## src/rtl/prefix_adder_pipe_if.sv

```systemverilog
// rtl/prefix_adder_pipe_if.sv - operand/result handshake bundle for prefix_adder_pipe
interface prefix_adder_pipe_if #(
    parameter int WIDTH = 32
);
    logic             in_valid;
    logic             in_ready;
    logic [WIDTH-1:0] a;
    logic [WIDTH-1:0] b;
    logic             cin;
    logic             sub;
    logic             out_valid;
    logic             out_ready;
    logic [WIDTH-1:0] sum;
    logic             cout;
    logic             ovf;

    modport master (
        output in_valid, a, b, cin, sub, out_ready,
        input  in_ready, out_valid, sum, cout, ovf
    );

    modport slave (
        input  in_valid, a, b, cin, sub, out_ready,
        output in_ready, out_valid, sum, cout, ovf
    );
endinterface

```

## src/rtl/prefix_adder_pipe.sv

```systemverilog
// rtl/prefix_adder_pipe.sv - pipelined Kogge-Stone adder/subtractor with valid/ready flow control
module prefix_adder_pipe #(
    parameter int WIDTH       = 32,
    parameter int LVL_PER_STG = 1
) (
    input  logic                clk,
    input  logic                rst_n,
    prefix_adder_pipe_if.slave  bus
);
    localparam int LOG2W = $clog2(WIDTH);
    localparam int S     = (LOG2W + LVL_PER_STG - 1) / LVL_PER_STG;

    typedef logic [WIDTH-1:0] vec_t;

    // Ranks 0..S-1 carry G/P/sum-P/c0; rank S is the output register set.
    vec_t         g_q  [S];
    vec_t         g_d  [S];
    vec_t         p_q  [S];
    vec_t         p_d  [S];
    vec_t         ps_q [S];
    vec_t         ps_d [S];
    logic [S-1:0] c0_q, c0_d;
    logic [S:0]   v_q, v_d;
    logic [S:0]   ld;
    vec_t         sum_q, sum_d;
    logic         cout_q, cout_d;
    logic         ovf_q, ovf_d;

    vec_t         b_eff;
    logic         c0_in;
    vec_t         g_fin;
    vec_t         carry;

    function automatic vec_t low_ones(input int k);
        return (vec_t'(1) << (1 << k)) - vec_t'(1);
    endfunction

    function automatic vec_t kogge_p(input int r, input vec_t p_in);
        vec_t p;
        p = p_in;
        for (int k = 0; k < LOG2W; k++) begin
            if (k / LVL_PER_STG == r - 1)
                p = p & ((p << (1 << k)) | low_ones(k));
        end
        return p;
    endfunction

    function automatic vec_t kogge_g(input int r, input vec_t g_in, input vec_t p_in);
        vec_t g;
        vec_t p;
        g = g_in;
        p = p_in;
        for (int k = 0; k < LOG2W; k++) begin
            if (k / LVL_PER_STG == r - 1) begin
                g = g | (p & (g << (1 << k)));
                p = p & ((p << (1 << k)) | low_ones(k));
            end
        end
        return g;
    endfunction

    // A rank loads when it or any rank downstream of it has a hole, or the consumer takes the result.
    always_comb begin
        for (int k = 0; k <= S; k++) begin
            ld[k] = bus.out_ready;
            for (int j = k; j <= S; j++) begin
                if (!v_q[j])
                    ld[k] = 1'b1;
            end
        end
    end

    always_comb begin
        v_d    = v_q;
        g_d    = g_q;
        p_d    = p_q;
        ps_d   = ps_q;
        c0_d   = c0_q;
        sum_d  = sum_q;
        cout_d = cout_q;
        ovf_d  = ovf_q;

        b_eff = bus.sub ? ~bus.b : bus.b;
        c0_in = bus.sub | bus.cin;

        // Carry-in is folded into bit 0 generate so the prefix tree needs no extra column.
        if (ld[0]) begin
            v_d[0]  = bus.in_valid;
            g_d[0]  = (bus.a & b_eff) | vec_t'((bus.a[0] ^ b_eff[0]) & c0_in);
            p_d[0]  = bus.a ^ b_eff;
            ps_d[0] = bus.a ^ b_eff;
            c0_d[0] = c0_in;
        end

        for (int r = 1; r < S; r++) begin
            if (ld[r]) begin
                v_d[r]  = v_q[r-1];
                g_d[r]  = kogge_g(r, g_q[r-1], p_q[r-1]);
                p_d[r]  = kogge_p(r, p_q[r-1]);
                ps_d[r] = ps_q[r-1];
                c0_d[r] = c0_q[r-1];
            end
        end

        g_fin = kogge_g(S, g_q[S-1], p_q[S-1]);
        carry = {g_fin[WIDTH-2:0], c0_q[S-1]};

        if (ld[S]) begin
            v_d[S] = v_q[S-1];
            if (v_q[S-1]) begin
                sum_d  = ps_q[S-1] ^ carry;
                cout_d = g_fin[WIDTH-1];
                ovf_d  = g_fin[WIDTH-2] ^ g_fin[WIDTH-1];
            end
        end
    end

    always_ff @(posedge clk or negedge rst_n) begin
        if (!rst_n) begin
            v_q    <= '0;
            g_q    <= '{default: '0};
            p_q    <= '{default: '0};
            ps_q   <= '{default: '0};
            c0_q   <= '0;
            sum_q  <= '0;
            cout_q <= 1'b0;
            ovf_q  <= 1'b0;
        end else begin
            v_q    <= v_d;
            g_q    <= g_d;
            p_q    <= p_d;
            ps_q   <= ps_d;
            c0_q   <= c0_d;
            sum_q  <= sum_d;
            cout_q <= cout_d;
            ovf_q  <= ovf_d;
        end
    end

    assign bus.in_ready  = ld[0];
    assign bus.out_valid = v_q[S];
    assign bus.sum       = sum_q;
    assign bus.cout      = cout_q;
    assign bus.ovf       = ovf_q;
endmodule
```

## src/flat_wrapper.sv

```systemverilog
// flat-port wrapper written by rule: the top's interface ports become plain ports
module prefix_adder_pipe_flat 
#(
    parameter int WIDTH       = 32,
    parameter int LVL_PER_STG = 1
)
  (clk, rst_n, bus_in_valid, bus_a, bus_b, bus_cin, bus_sub, bus_out_ready, bus_in_ready, bus_out_valid, bus_sum, bus_cout, bus_ovf);
  prefix_adder_pipe_if #(.WIDTH(WIDTH)) bus_i ();
  input  logic clk;
  input  logic rst_n;
  input wire logic [$bits(bus_i.in_valid)-1:0] bus_in_valid;
  input wire logic [$bits(bus_i.a)-1:0] bus_a;
  input wire logic [$bits(bus_i.b)-1:0] bus_b;
  input wire logic [$bits(bus_i.cin)-1:0] bus_cin;
  input wire logic [$bits(bus_i.sub)-1:0] bus_sub;
  input wire logic [$bits(bus_i.out_ready)-1:0] bus_out_ready;
  output wire logic [$bits(bus_i.in_ready)-1:0] bus_in_ready;
  output wire logic [$bits(bus_i.out_valid)-1:0] bus_out_valid;
  output wire logic [$bits(bus_i.sum)-1:0] bus_sum;
  output wire logic [$bits(bus_i.cout)-1:0] bus_cout;
  output wire logic [$bits(bus_i.ovf)-1:0] bus_ovf;
  assign bus_i.in_valid = bus_in_valid;
  assign bus_i.a = bus_a;
  assign bus_i.b = bus_b;
  assign bus_i.cin = bus_cin;
  assign bus_i.sub = bus_sub;
  assign bus_i.out_ready = bus_out_ready;
  assign bus_in_ready = bus_i.in_ready;
  assign bus_out_valid = bus_i.out_valid;
  assign bus_sum = bus_i.sum;
  assign bus_cout = bus_i.cout;
  assign bus_ovf = bus_i.ovf;
  prefix_adder_pipe #(.WIDTH(WIDTH), .LVL_PER_STG(LVL_PER_STG)) u_core (.clk(clk), .rst_n(rst_n), .bus(bus_i));
endmodule
```

## config.mk

```make
export PLATFORM = sky130hd
export DESIGN_NAME = prefix_adder_pipe_flat
export DESIGN_NICKNAME = d
export VERILOG_FILES = /design/src/rtl/prefix_adder_pipe_if.sv /design/src/rtl/prefix_adder_pipe.sv /design/src/flat_wrapper.sv
export SDC_FILE = /design/constraint.sdc
export NUM_CORES = 1
export LEC_CHECK = 0
export ABC_CLOCK_PERIOD_IN_PS = 1700
export CAP_MARGIN = 20
export CORE_AREA = 4 4 232 177
export CTS_CLUSTER_SIZE = 24
export DETAILED_ROUTE_END_ITERATION = 12
export DIE_AREA = 0 0 236 181
export GPL_TIMING_DRIVEN = 1
export MAX_ROUTING_LAYER = met4
export PLACE_DENSITY_LB_ADDON = 0.05
export SLEW_MARGIN = 20
export SYNTH_ARGS = -nofsm -noshare
export SYNTH_HDL_FRONTEND = slang
export SYNTH_SLANG_ARGS = --single-unit
```

## constraint.sdc

```tcl
create_clock -name clk -period 1.7 [get_ports clk]
set_input_delay 0.255 -clock clk [delete_from_list [all_inputs] [get_ports clk]]
set_output_delay 0.255 -clock clk [all_outputs]
set_load 0.05 [all_outputs]
```

; ---- After elaboration in Yosys (flattened, before gate mapping)
; Cells that the tools add are included.
[word_totals]
regBits = 493
input_bits = 70
output_inout_bits = 36
word_cells = 74
[classes]
n_mux = 22
n_bitwise = 23
reduce_logical = 1
[ops]
columns = operator, n
row1 = $and 32x32->32, 10
row2 = $or 32x32->32, 6
row3 = $xor 32x32->32, 2
row4 = $and 32x1->32, 1
row5 = $mux 32, 1
row6 = $not 32->32, 1
row7 = $mux 1, 21
row8 = $reduce_and 2->1, 1
row9 = $xor 1x1->1, 2
row10 = $or 1x1->1, 1

; ---- Depth between registers and ports, before layout
[logic_depth]
word_depth = 6
depth_mapped = 7

; ---- Least setup slack after synthesis
; OpenSTA, ideal clock, no wires.
[synth_timing]
path_type = register -> output
start = register u_core.v_q[5]
end = output port bus_in_ready
arrival_time_ps = 1877
path_slack_ps = -432
stages_incl_launch_ff = 8
path_buffers = 4
cell_sequence = dfrtp_1 -> and4b_1 -> buf_2 -> and4_4 -> buf_6 -> buf_8 -> buf_8 -> inv_1
[synth_via]
elab_chain_len = 1
[synth_lines]
columns = item, line_no
row1 = from (decl), prefix_adder_pipe.sv:23  ; logic [S:0] v_q, v_d;
row2 = from (signal assigned), prefix_adder_pipe.sv:129  ; v_q <= v_d;
row3 = $mux 1, prefix_adder_pipe.sv:67  ; if (!v_q[j])
row4 = to (decl), flat_wrapper.sv:17  ; output wire logic [$bits(bus_i.in_ready)-1:0] bus_in_ready;
; Every way passes these cells.

; ---- Worst setup path after layout
; Ends and elaborated chain as after synthesis.

==> flow_summary.ini <==
[cells_and_area]
register_area_um2 = 11600
diodes = 0
area_growth_pct = 24.9
nets = 1896
drive_above_1_share = 0.248
multi_input_area_um2 = 7140
n_fill_cell = 3191

[setup_path]
worst_ep_required_time_ns = 1.44
cp.buffers_inverters = 3
critPathCaptureType = output port
r2r_cells = 7
slowest_delay_ns = 0.36
crit_family = simple AND/OR/NAND/NOR gates
path_cells = and4b_4 -> and4_4 -> buf_12 -> clkinvlp_4 -> buf_6
critPathSlowestCell = dfrtp_2
crit_path_start_kind = flip-flop
critPathArrivalTime_ns = 1.81
cp_max_fo = 2
crit_cells = 5
path_class = flip-flop to output port

[power]
power.density_nw_per_um2 = 1550
peakVddDrop_mv = 0.801
p_leak_nw = 10.8
p_total_w = 0.0373

[timing]
hold_viol = 0
post-route-min-period_ns = 2.06
clock_skew_ns = 0.0247
setup_viol = 271
final_max_slew_viol_count = 0
max_freq_mhz = 485
whs_ns = 0.197
worstMarginPinSlew_ns = 0.389
grt_setup_unrepaired = yes
period_share = 1.21
slew_headroom = 0.741
worst_slack_ns = -0.362
tns_ns = -28.21

[placement]
place_ws_ns = -0.499
dp.final_hpwl_mm = 31.4
portBuffers = 105
gp_congestion = 0.826

[global_route]
grt_usage = 0.212
grtUsageMet3 = 0.0343
gr-max-usage-layer = met1
met1_usage = 0.350
grt_pass1_wl_mm = 70.0
grtUsageMet2 = 0.277
grt-ovfl-total = 0
antenna_found_initial = 1
grt_max_degree = 63
grt_pass1_vias = 12200

[clocking]
insertion_delay_ns = 0.57
clock_sinks = 463
root_buffer = clkbuf_16
clk_path_buf_depth = 3
cts_buffers = 46
cts.htree.levels = 2
clk_pin_slew_worst_paths_ns = 0.06
cts_tree = done

[die]
die_h_um = 181
core.rowCount = 63
dieArea_um2 = 42700
start_util = 0.493
coreArea_um2 = 39000
ioPinCount = 106
die_x_um = 236

[outcome]
outcome = finished, violations left
failed_checks = setup timing

[yosys]
synthArstFlopShare = 1.00
yosys.area.top_type = dfrtp_1
syn_inst = 1614
synth_top_area_share = 0.603
seq_area_frac_synth = 0.603
synth_flop_cell = dfrtp_1
netlist_area_um2 = 19200
synth.avg_cell_area_um2 = 11.9
synth_seq_cells = 463
synth_top_cells_by_area = dfrtp_1 60%, mux2_2 10%, nand2_1 5.6%, a21oi_1 3.4%, mux2i_1 3.2%
synth_warnings = 0
synth_edf_count = 0
synth_cell_types = 31
synth_nets = 1716

[flow_run]
maxCapViolCount = 0

[min_path]
hold_path.class = input pin to async pin

[route]
route.final.wire_length_mm = 46.4
antenna_left = 0
drcViolationCount = 0
wl_per_cell_um = 19.7
drt_iter0_drc = 1023
num_vias = 12400
viasPerCell = 5.28
first_pass_iters = 6
power breakdown:
part           leakage (nW)  total [W]  switching [W]  internal [W]
Combinational          4.30    0.00954        0.00505       0.00449
Sequential             5.72     0.0170        0.00284        0.0142
Clock                 0.808     0.0107        0.00420       0.00652
Total                  10.8     0.0373         0.0121        0.0252
layout by cell type (no fill, tap or decap), drive strengths merged:
master and count:
and3 1, o21ai 107, o31ai 28, and4 1, nand2b 4, mux2 202
clkinv 4, and4b 1, nand2 287, ha 32, dfrtp 463, nand3b 1
clkbuf 96, or2 4, nand3 75, mux2i 62, clkdlybuf4s50 67, clkinvlp 1
a31oi 1, a21oi 131, xnor2 15, buf 128, inv 62, bufinv 3
and2 1, xor2 50, dlygate4sd3 1, and3b 1
synth_stat cells, types with 2 or more instances:
cell type    n
a21oi_1    131
buf_1        3
buf_12       2
buf_2       32
buf_4        5
buf_6        5
buf_8        2
clkbuf_1    35
dfrtp_1    463
ha_1        32
inv_1       63
mux2_2     175
mux2_4      27
mux2i_1     62
nand2_1    286
nand2b_1     4
nand3_1     75
o21ai_0    106
o31ai_1     28
or2_2        4
xnor2_1     15
xor2_1      50
flip-flops by register name, summed over array words and instances (netlist names):
| register | count |
|---|---|
| u_core.g_q | 160 |
| u_core.p_q | 130 |
| u_core.ps_q | 128 |
| u_core.bus.sum | 32 |
| u_core.v_q | 6 |
| u_core.c0_q | 5 |
| u_core.bus.cout | 1 |
| u_core.bus.ovf | 1 |
cell families after synthesis:
logic type / share of synthesized area
fa+ha+maj: 0.0208
xor+xnor: 0.0296
buf+inv: 0.0366
mux: 0.156
simple gates: 0.0809
flops: 0.603
compound gates: 0.0732
final timing paths:
| path | slack (ns) | startpoint | endpoint |
|---|---|---|---|
| worst max-delay path | -0.36 | u_core.v_q[5]$_DFFE_PN0N_ | bus_in_ready |
| worst min-delay path | 0.20 | rst_n | u_core.p_q[54]$_DFFE_PN0P_ |
| worst max register to register | -0.24 | u_core.v_q[5]$_DFFE_PN0N_ | u_core.ps_q[126]$_DFFE_PN0P_ |
| worst min register to register | 0.46 | u_core.p_q[21]$_DFFE_PN0P_ | u_core.p_q[21]$_DFFE_PN0P_ |
| max in group asynchronous | 0.77 | rst_n | u_core.v_q[5]$_DFFE_PN0N_ |
| min in group clk | 0.32 | bus_in_valid | u_core.v_q[0]$_DFFE_PN0P_ |
per-stage QoR:
stage,cells,util,cell area (µm²)
floorplan,1614,-,19300
global route,2349,0.615,24000
CTS,2303,0.588,22900
finish,2349,0.615,24000
detailed placement,2214,0.543,21200
global placement,2214,0.543,21200
timing repair:
item,in CTS,in global routing
setup buffers,3,24
endpoints found under the hold margin,284,0
hold buffers,1,0
setup endpoints to repair,3,261
cloned,2,22
resized for setup,7,86
pin swaps,2,0
per-layer routing:
metal	up-vias	wire [µm]
li1	5891	-
met1	6219	24500
met2	249	19100
met4	0	580
met5	-	0
met3	48	2200
cell type report:
type	count	area share
multi-input cells	1004	0.298
repair buffers	216	0.115
clock inverters	7	0.00459
well taps	520	0.0271
clock buffers	76	0.0632
inverters	63	0.0100
flip-flops and latches	463	0.483
(Power assumes the default switching activity.)
